==> config.mk <==
export PLATFORM = sky130hd
export DESIGN_NAME = media_notas_flat
export DESIGN_NICKNAME = d
export VERILOG_FILES = /design/src/rtl/loac_pkg.sv /design/src/rtl/media_notas_if.sv /design/src/rtl/detector_borda.sv /design/src/rtl/media_notas.sv /design/src/flat_wrapper.sv
export SDC_FILE = /design/constraint.sdc
export NUM_CORES = 1
export LEC_CHECK = 0
export ABC_CLOCK_PERIOD_IN_PS = 6100
export BUFFER_PORTS_ARGS = -buffer_cell sky130_fd_sc_hd__clkbuf_2
export CAP_MARGIN = 10
export CORE_MARGIN = 2
export CORE_UTILIZATION = 63
export DETAILED_ROUTE_END_ITERATION = 7
export PLACE_DENSITY = 0.84
export SKIP_LAST_GASP = 1
export SYNTH_ARGS = -nofsm -noshare
export SYNTH_HDL_FRONTEND = slang
export SYNTH_SLANG_ARGS = --single-unit
export TNS_END_PERCENT = 50
==> constraint.sdc <==
create_clock -name clk_2 -period 6.1 [get_ports clk_2]
set_input_delay 0.61 -clock clk_2 [delete_from_list [all_inputs] [get_ports clk_2]]
set_output_delay 0.61 -clock clk_2 [all_outputs]
set_load 0.02 [all_outputs]
==> src/rtl/loac_pkg.sv <==
// Shared constants and state encoding for the grade averaging unit.
// Imported by the averaging core and its interface.
package loac_pkg;

  localparam int NBITS_NOTA = 4;
  localparam int NOTA_MAX   = 10;

  typedef enum logic [1:0] {
    COLETA,
    DIVIDE,
    PRONTO
  } estado_media_t;

endpackage

==> src/rtl/media_notas_if.sv <==
// Score entry / average result bundle between the switch panel
// and the averaging core.
interface media_notas_if #(
  parameter int NBITS_NOTA = loac_pkg::NBITS_NOTA,
  parameter int NPROVAS    = 4
) ();

  localparam int CW = $clog2(NPROVAS) + 1;

  logic [NBITS_NOTA-1:0] entrada;
  logic                  confirma;
  logic                  limpa;
  logic [NBITS_NOTA-1:0] nota;
  logic                  nota_valida;
  logic [CW-1:0]         contagem;
  logic                  ocupado;
  logic                  erro;

  modport master (
    output entrada,
    output confirma,
    output limpa,
    input  nota,
    input  nota_valida,
    input  contagem,
    input  ocupado,
    input  erro
  );

  modport slave (
    input  entrada,
    input  confirma,
    input  limpa,
    output nota,
    output nota_valida,
    output contagem,
    output ocupado,
    output erro
  );

endinterface

==> src/rtl/detector_borda.sv <==
// One-bit rising-edge detector; a held level yields a single
// one-cycle pulse.
module detector_borda (
  input  logic clk,
  input  logic rst_n,
  input  logic d,
  output logic borda
);

  logic ant_q;
  logic ant_d;

  // previous level follows the input every cycle
  always_comb begin
    ant_d = d;
  end

  // previous-level register
  always_ff @(posedge clk) begin
    if (!rst_n) begin
      ant_q <= 1'b0;
    end else begin
      ant_q <= ant_d;
    end
  end

  assign borda = d & ~ant_q;

endmodule

==> src/rtl/media_notas.sv <==
// Collects NPROVAS scores and produces their floor average by
// repeated subtraction, one subtraction per clock.
module media_notas #(
  parameter int NBITS_NOTA = loac_pkg::NBITS_NOTA,
  parameter int NOTA_MAX   = loac_pkg::NOTA_MAX,
  parameter int NPROVAS    = 4,
  parameter int NBITS_SOMA = NBITS_NOTA + $clog2(NPROVAS)
) (
  input  logic         clk_2,
  input  logic         rst_n,
  media_notas_if.slave bus
);

  import loac_pkg::*;

  localparam int CW = $clog2(NPROVAS) + 1;

  localparam logic [NBITS_NOTA-1:0] MAX_V =
    NBITS_NOTA'(NOTA_MAX);
  localparam logic [CW-1:0] ULTIMA =
    CW'(NPROVAS - 1);
  localparam logic [NBITS_SOMA-1:0] DIVISOR =
    NBITS_SOMA'(NPROVAS);

  estado_media_t estado_q, estado_d;

  logic [NBITS_SOMA-1:0] soma_q, soma_d;
  logic [NBITS_SOMA-1:0] resto_q, resto_d;
  logic [NBITS_NOTA-1:0] quoc_q, quoc_d;
  logic [NBITS_NOTA-1:0] nota_q, nota_d;
  logic [CW-1:0]         contagem_q, contagem_d;
  logic                  valida_q, valida_d;
  logic                  ocupado_q, ocupado_d;
  logic                  erro_q, erro_d;

  logic                  aceita;
  logic                  legal;
  logic                  ultima;
  logic                  resto_ge;
  logic [NBITS_SOMA-1:0] entrada_ext;
  logic [NBITS_SOMA-1:0] soma_mais;

  detector_borda u_borda (
    .clk   (clk_2),
    .rst_n (rst_n),
    .d     (bus.confirma),
    .borda (aceita)
  );

  assign legal       = (bus.entrada <= MAX_V);
  assign ultima      = (contagem_q == ULTIMA);
  assign resto_ge    = (resto_q >= DIVISOR);
  assign entrada_ext = NBITS_SOMA'(bus.entrada);
  assign soma_mais   = soma_q + entrada_ext;

  // state and datapath registers
  always_ff @(posedge clk_2) begin
    if (!rst_n) begin
      estado_q   <= COLETA;
      soma_q     <= '0;
      resto_q    <= '0;
      quoc_q     <= '0;
      nota_q     <= '0;
      contagem_q <= '0;
      valida_q   <= 1'b0;
      ocupado_q  <= 1'b0;
      erro_q     <= 1'b0;
    end else begin
      estado_q   <= estado_d;
      soma_q     <= soma_d;
      resto_q    <= resto_d;
      quoc_q     <= quoc_d;
      nota_q     <= nota_d;
      contagem_q <= contagem_d;
      valida_q   <= valida_d;
      ocupado_q  <= ocupado_d;
      erro_q     <= erro_d;
    end
  end

  // next state: clear wins over any submission
  always_comb begin
    estado_d = estado_q;
    if (bus.limpa) begin
      estado_d = COLETA;
    end else begin
      unique case (estado_q)
        COLETA: begin
          if (aceita && legal && ultima) begin
            estado_d = DIVIDE;
          end
        end
        DIVIDE: begin
          if (!resto_ge) begin
            estado_d = PRONTO;
          end
        end
        PRONTO: begin
          if (aceita && legal) begin
            estado_d = COLETA;
          end
        end
        default: estado_d = COLETA;
      endcase
    end
  end

  // accumulation, division steps and result hand-off
  always_comb begin
    soma_d     = soma_q;
    resto_d    = resto_q;
    quoc_d     = quoc_q;
    nota_d     = nota_q;
    contagem_d = contagem_q;
    valida_d   = valida_q;
    ocupado_d  = ocupado_q;
    erro_d     = erro_q;
    if (bus.limpa) begin
      soma_d     = '0;
      contagem_d = '0;
      erro_d     = 1'b0;
      valida_d   = 1'b0;
      ocupado_d  = 1'b0;
    end else begin
      unique case (estado_q)
        COLETA: begin
          if (aceita) begin
            if (!legal) begin
              erro_d = 1'b1;
            end else begin
              soma_d     = soma_mais;
              contagem_d = contagem_q + CW'(1);
              erro_d     = 1'b0;
              if (ultima) begin
                resto_d   = soma_mais;
                quoc_d    = '0;
                ocupado_d = 1'b1;
              end
            end
          end
        end
        DIVIDE: begin
          if (resto_ge) begin
            resto_d = resto_q - DIVISOR;
            quoc_d  = quoc_q + NBITS_NOTA'(1);
          end else begin
            nota_d     = quoc_q;
            valida_d   = 1'b1;
            ocupado_d  = 1'b0;
            soma_d     = '0;
            contagem_d = '0;
          end
        end
        PRONTO: begin
          if (aceita) begin
            if (legal) begin
              valida_d   = 1'b0;
              soma_d     = entrada_ext;
              contagem_d = CW'(1);
              erro_d     = 1'b0;
            end else begin
              erro_d = 1'b1;
            end
          end
        end
        default: begin
          soma_d = soma_q;
        end
      endcase
    end
  end

  assign bus.nota        = nota_q;
  assign bus.nota_valida = valida_q;
  assign bus.contagem    = contagem_q;
  assign bus.ocupado     = ocupado_q;
  assign bus.erro        = erro_q;

endmodule

==> src/flat_wrapper.sv <==
// flat-port wrapper written by rule: the top's interface ports become plain ports
module media_notas_flat import loac_pkg::*;
#(
  parameter int NBITS_NOTA = loac_pkg::NBITS_NOTA,
  parameter int NOTA_MAX   = loac_pkg::NOTA_MAX,
  parameter int NPROVAS    = 4,
  parameter int NBITS_SOMA = NBITS_NOTA + $clog2(NPROVAS)
)
  (clk_2, rst_n, bus_entrada, bus_confirma, bus_limpa, bus_nota, bus_nota_valida, bus_contagem, bus_ocupado, bus_erro);
  media_notas_if #(.NBITS_NOTA(NBITS_NOTA), .NPROVAS(NPROVAS)) bus_i ();
  input  logic clk_2;
  input  logic rst_n;
  input wire logic [$bits(bus_i.entrada)-1:0] bus_entrada;
  input wire logic [$bits(bus_i.confirma)-1:0] bus_confirma;
  input wire logic [$bits(bus_i.limpa)-1:0] bus_limpa;
  output wire logic [$bits(bus_i.nota)-1:0] bus_nota;
  output wire logic [$bits(bus_i.nota_valida)-1:0] bus_nota_valida;
  output wire logic [$bits(bus_i.contagem)-1:0] bus_contagem;
  output wire logic [$bits(bus_i.ocupado)-1:0] bus_ocupado;
  output wire logic [$bits(bus_i.erro)-1:0] bus_erro;
  assign bus_i.entrada = bus_entrada;
  assign bus_i.confirma = bus_confirma;
  assign bus_i.limpa = bus_limpa;
  assign bus_nota = bus_i.nota;
  assign bus_nota_valida = bus_i.nota_valida;
  assign bus_contagem = bus_i.contagem;
  assign bus_ocupado = bus_i.ocupado;
  assign bus_erro = bus_i.erro;
  media_notas #(.NBITS_NOTA(NBITS_NOTA), .NOTA_MAX(NOTA_MAX), .NPROVAS(NPROVAS), .NBITS_SOMA(NBITS_SOMA)) u_core (.clk_2(clk_2), .rst_n(rst_n), .bus(bus_i));
endmodule
======== Word-level counts from Yosys, hierarchy flattened ========
Index checks and enable logic that the tools add are counted.
storage, ports and cells
  register bits after elaboration ......... 29
  logic and storage cells ................. 84
  output and inout bits ................... 10
  input port bits ......................... 8
cells by class
  bitwise logic cells ..................... 5
  add/sub/neg operators ................... 4
  reductions and logical operators ........ 15
  mux-type cells .......................... 36
  $lt $le $gt $ge ......................... 2
  eq/ne operators ......................... 12
operators with widths
  cell                                                    count
  two-way mux 6 bit                                       9
  case mux 6 bit (3 select lines)                         1
  two-way mux 4 bit                                       4
  inequality test 2 x 1 -> 1 bit (second input constant)  8
  two-way mux 3 bit                                       5
  case mux 6 bit (2 select lines)                         1
  AND reduction 6 bit                                     2
  case mux 3 bit (3 select lines)                         1
  two-way mux 1 bit                                       8
  case mux 4 bit (2 select lines)                         1
  adder 6 x 4 -> 6 bit                                    1
  >= comparator 6 x 3 -> 1 bit (second input constant)    1
  two-way mux 2 bit                                       3
  case mux 2 bit (3 select lines)                         1
  AND reduction 3 bit                                     2
  subtractor 6 x 3 -> 6 bit (second input constant)       1
  AND reduction 5 bit                                     1
  adder 4 x 1 -> 4 bit (second input constant)            1
  <= comparator 4 bit (second input constant)             1
  inverter 1 bit                                          4
  case mux 1 bit (2 select lines)                         2
  AND reduction 4 bit                                     1
  nonzero test 2 bit                                      2
  OR reduction 2 bit                                      2
  10 further kinds                                        11

======== Logic depth before layout (Yosys ltp) ========
  word-level depth ........................ 6
  depth in mapped cells ................... 9

======== Hierarchy ========
A second synthesis with hierarchy kept.
second synthesis, totals
  cells, all modules ...................... 197
  area, all modules ....................... 1,760.4 um2
modules (own cells, without submodules)
  module          area an instance (um2)  cells each  seq. area each (um2)  times used
  media_notas     1,720.4                 194         560.5                 1
  detector_borda  40.0                    3           20.0                  1

======== Worst setup path before layout ========
OpenSTA, ideal clock, no wires.
  kind .................................... reg2reg
  from .................................... register u_core.resto_q[2]
  to ...................................... register u_core.resto_q[3]
  stages on the path, launching flop included .. 8
  buffers on the path ..................... 1
  slack ................................... 4,026 ps
  data required time ...................... 5,981 ps
  data arrival time ....................... 1,956 ps
  setup time .............................. 119 ps
  path through ............................ dfxtp_1 -> ha_1 -> or3b_4 -> and3_1 -> buf_6 -> a2111oi_4 -> o21ai_1 -> o221a_1
on the way
  longest elaborated chain between the ends .. 3
ends and longest elaborated chain
  element                                                                           line                                   text
  start, declared                                                                   media_notas.sv:28                      logic [NBITS_SOMA-1:0] resto_q, resto_d;
  start signal, assigned                                                            media_notas.sv:71                      resto_q <= resto_d;
  subtractor 6 x 3 -> 6 bit / >= comparator 6 x 3 -> 1 bit (equally long branches)  media_notas.sv:144, media_notas.sv:52
  two-way mux 6 bit / inequality test 2 x 1 -> 1 bit (equally long branches)        -
  case mux 6 bit (2 select lines) / AND reduction 6 bit (equally long branches)     -
Several ways; a longest one is shown, not always the timed one. The select of a mux whose other input is x is not followed.
A chain may end at the register's enable or synchronous reset.

======== Worst setup path in the final report ========
  from .................................... register u_core.estado_q[1]
  to ...................................... register u_core.resto_q[0]
on the way
  longest elaborated chain between the ends .. 3
ends and longest elaborated chain
  element                                                                                line                text
  start, declared                                                                        media_notas.sv:25   estado_media_t estado_q, estado_d;
  start signal, assigned                                                                 media_notas.sv:69   estado_q <= estado_d;
  equality test 2 x 1 -> 1 bit / logical NOT 2 bit (equally long branches)               media_notas.sv:125  unique case (estado_q)
  inequality test 2 x 1 -> 1 bit (no line) / nonzero test 2 bit (equally long branches)  -
  AND reduction 6 bit (no line)                                                          -
Several ways; a longest one is shown, not always the timed one.

==> results.json <==
{
  "via_per_inst": 6.30,
  "slowest_delay_ns": 0.59,
  "grt_use_total": 0.275,
  "hold_viol_final": 0,
  "critPathTopFamily": "simple AND/OR/NAND/NOR gates",
  "syn_area_mm2": 0.00183,
  "crit_chain": "inv_1, ha_1, inv_1, nor2_1, o21ai_0, or4b_1, a21boi_0",
  "std_cell_rows": 19,
  "setup_ws_ns": 3.22,
  "clock_skew_ns": 0.0113,
  "min_path_type": "flop to flop",
  "antenna_found_initial": 0,
  "syn-num-nets": 239,
  "layout_min_cycle_time_ns": 2.88,
  "syn_area_per_cell_um2": 8.46,
  "io_pins": 18,
  "tns_ns": 0,
  "fillCellCount": 230,
  "hold_depth": 2,
  "die_w_um": 57.9,
  "critPathBufInv": 2,
  "vdd_ir_drop_max_mv": 0.175,
  "end_kind": "flop",
  "grt_pass1_wl_mm": 7.04,
  "slowest_stage": "or4b_1",
  "dpl_cell_area_mm2": 0.00190,
  "first_pass_iters": 4,
  "synth_edf_count": 0,
  "startpoint_type": "flop",
  "criticalPathCategory": "flop to flop",
  "synth_area_leaders": "dfxtp_1 (32%), ha_1 (9.6%), a21oi_1 (3.6%)",
  "whs_ns": 0.486,
  "cts_sinks": 29,
  "synthCells": 216,
  "synth-warning-count": 0,
  "p_leak_nw": 0.808,
  "grt_pass1_vias": 1593,
  "htree_levels": 2,
  "cts.repair.resized": 0,
  "start_util": 0.663,
  "first_iter_violations": 78,
  "worst_pin_slew_ns": 1.08,
  "synth_top_area_cell": "dfxtp_1",
  "fp.dieArea_mm2": 0.00335,
  "wl_mm": 4.14,
  "cap_violations": 0,
  "path_clk_slew_ns": 0.09,
  "fin_area_mm2": 0.00195,
  "max_freq_ghz": 0.347,
  "dpl_worst_slack_ns": 3.31,
  "drive_gt1_frac": 0.117,
  "synth_cell_types": 53,
  "postCtsSetupRepairBufs": 0,
  "cts_buffer_depth": 2,
  "path_depth": 7,
  "io_buffers": 17,
  "diodes": 0,
  "wl_per_cell_um": 15.8,
  "critPathMaxFanout": 18,
  "yosysTopAreaCellShare": 0.318,
  "dr_total_vias": 1645,
  "grt.overflow.total": 0,
  "crit_arrival_ns": 3.12,
  "die_h_um": 57.9,
  "worstRegToRegCells": 7,
  "finish.net_count": 252,
  "dp_hpwl_mm": 3.04,
  "slew_headroom": 0.271,
  "cts_root_buf": "clkbuf_4",
  "ys_seq_area_frac": 0.318,
  "synth_seq_cells": 29,
  "numCtsBuffers": 5,
  "rsz0062_at_grt": "false",
  "cts_tree": "yes",
  "setup_viol": 0,
  "grt_max_degree": 23,
  "area_delta_synth_final_pct": 6.64,
  "ys.flop_type": "dfxtp_1",
  "hold_buffers": 0,
  "drv_slew": 0,
  "fin_crit_sh": 0.473,
  "gp_congestion": 0.854,
  "crit_required_ns": 6.34,
  "insertion_delay_ns": 0.33,
  "async_flop_share": 0,
  "core_area_mm2": 0.00276,
  "power_density_mw_per_mm2": 174,
  "cp_common_cell": "inv_1",
  "drc": 0,
  "status": "completed",
  "drtAntennaViolNets": 0
}
worst register-to-register path, cell delays in order (launching register included):
cell      delay [ns]
dfxtp_1         0.36
inv_1           0.12
ha_1            0.58
inv_1           0.38
nor2_1          0.17
o21ai_0         0.38
or4b_1          0.59
a21boi_0        0.22
path summary, 6_finish.rpt:
path / startpoint / to / slack, ns
worst max register to register: u_core.estado_q[1] / u_core.resto_q[0] / 3.22
worst min register to register: u_core.quoc_q[3] / u_core.quoc_q[3] / 0.49
worst min-delay path: u_core.quoc_q[3] / u_core.quoc_q[3] / 0.49
worst max-delay path: u_core.estado_q[1] / u_core.resto_q[0] / 3.22
sequential cells by signal, indices dropped and copies added, names as in the netlist:
register and count:
u_core.u_borda.ant_q 1, u_core.resto_q 6, u_core.bus.contagem 3, u_core.bus.nota_valida 1
u_core.bus.nota 4, u_core.bus.erro 1, u_core.quoc_q 4, u_core.soma_q 6
u_core.bus.ocupado 1, u_core.estado_q 2
layout by cell type, fill, tap and decap left out, types with 3 or more instances in the layout:
| cell | n |
|---|---|
| a21o_1 | 5 |
| a21oi_1 | 13 |
| and2_1 | 3 |
| clkbuf_1 | 3 |
| clkbuf_2 | 17 |
| clkbuf_4 | 5 |
| dfxtp_1 | 29 |
| ha_1 | 14 |
| inv_1 | 14 |
| mux2i_1 | 6 |
| nand2_1 | 16 |
| nand2b_1 | 5 |
| nand3_1 | 9 |
| nand3b_1 | 3 |
| nor2_1 | 17 |
| nor2b_1 | 6 |
| nor3_1 | 4 |
| o211a_1 | 3 |
| o211ai_1 | 7 |
| o21ai_0 | 10 |
| o2bb2ai_1 | 3 |
synthesized netlist by cell type (2+ instances only):
library cell  count
a32o_1            2
nand4b_1          2
nor2_1           17
nor3_1            4
o21ai_0          10
a21o_1            5
o2bb2ai_1         3
a21oi_1          13
mux2i_1           6
inv_1            14
a21boi_0          2
nor4_1            2
nand4_1           2
nor2b_1           6
dfxtp_1          29
o211ai_1          7
buf_2             2
nand3b_1          3
xor2_1            2
nand2b_1          5
nand3_1           9
and2_1            3
a22oi_1           2
ha_1             14
o211a_1           3
clkbuf_1          7
nand2_1          16
metrics by stage:
stage | util | total power, mW | cells
final | 0.707 | 0.339 | 261
after global routing | 0.707 | 0.354 | 261
after floorplan | - | 0.220 | 216
after global placement | 0.689 | 0.229 | 253
after detailed placement | 0.689 | 0.230 | 253
after CTS | 0.707 | 0.341 | 261
cells by family after synthesis:
| kind of cell | Yosys count | share of synthesized area |
|---|---|---|
| AOI/OAI and AO/OA | 63 | 0.257 |
| xor gates and xnor gates | 3 | 0.0144 |
| adders and majority gates | 15 | 0.107 |
| buffers and inverters | 25 | 0.0568 |
| DFF | 29 | 0.318 |
| muxes | 6 | 0.0329 |
| and+or+nand+nor | 75 | 0.215 |
power breakdown:
| part | internal (mW) | switching [mW] |
|---|---|---|
| logic | 0.0130 | 0.0216 |
| registers | 0.191 | 0.00124 |
| clock network | 0.0459 | 0.0664 |
| total | 0.250 | 0.0893 |
layer usage:
metal / up-vias / track usage / share of wire
met2: 76 / 0.459 / 0.50
met4: 0 / 0.136 / 0.015
met3: 5 / 0.0714 / 0.070
met5: - / 0 / 0
met1: 754 / 0.328 / 0.41
li1: 810 / - / -
area by class of cell:
cell class	count	area, um2	share of cell area
Multi-Input combinational cell	162	1140	0.587
Timing Repair Buffer	17	85.1	0.0436
Tap cell	31	38.8	0.0199
Inverter	14	52.6	0.0270
Sequential cell	29	581	0.298
Clock buffer	8	48.8	0.0250
Power figures use the tool's default switching activity.
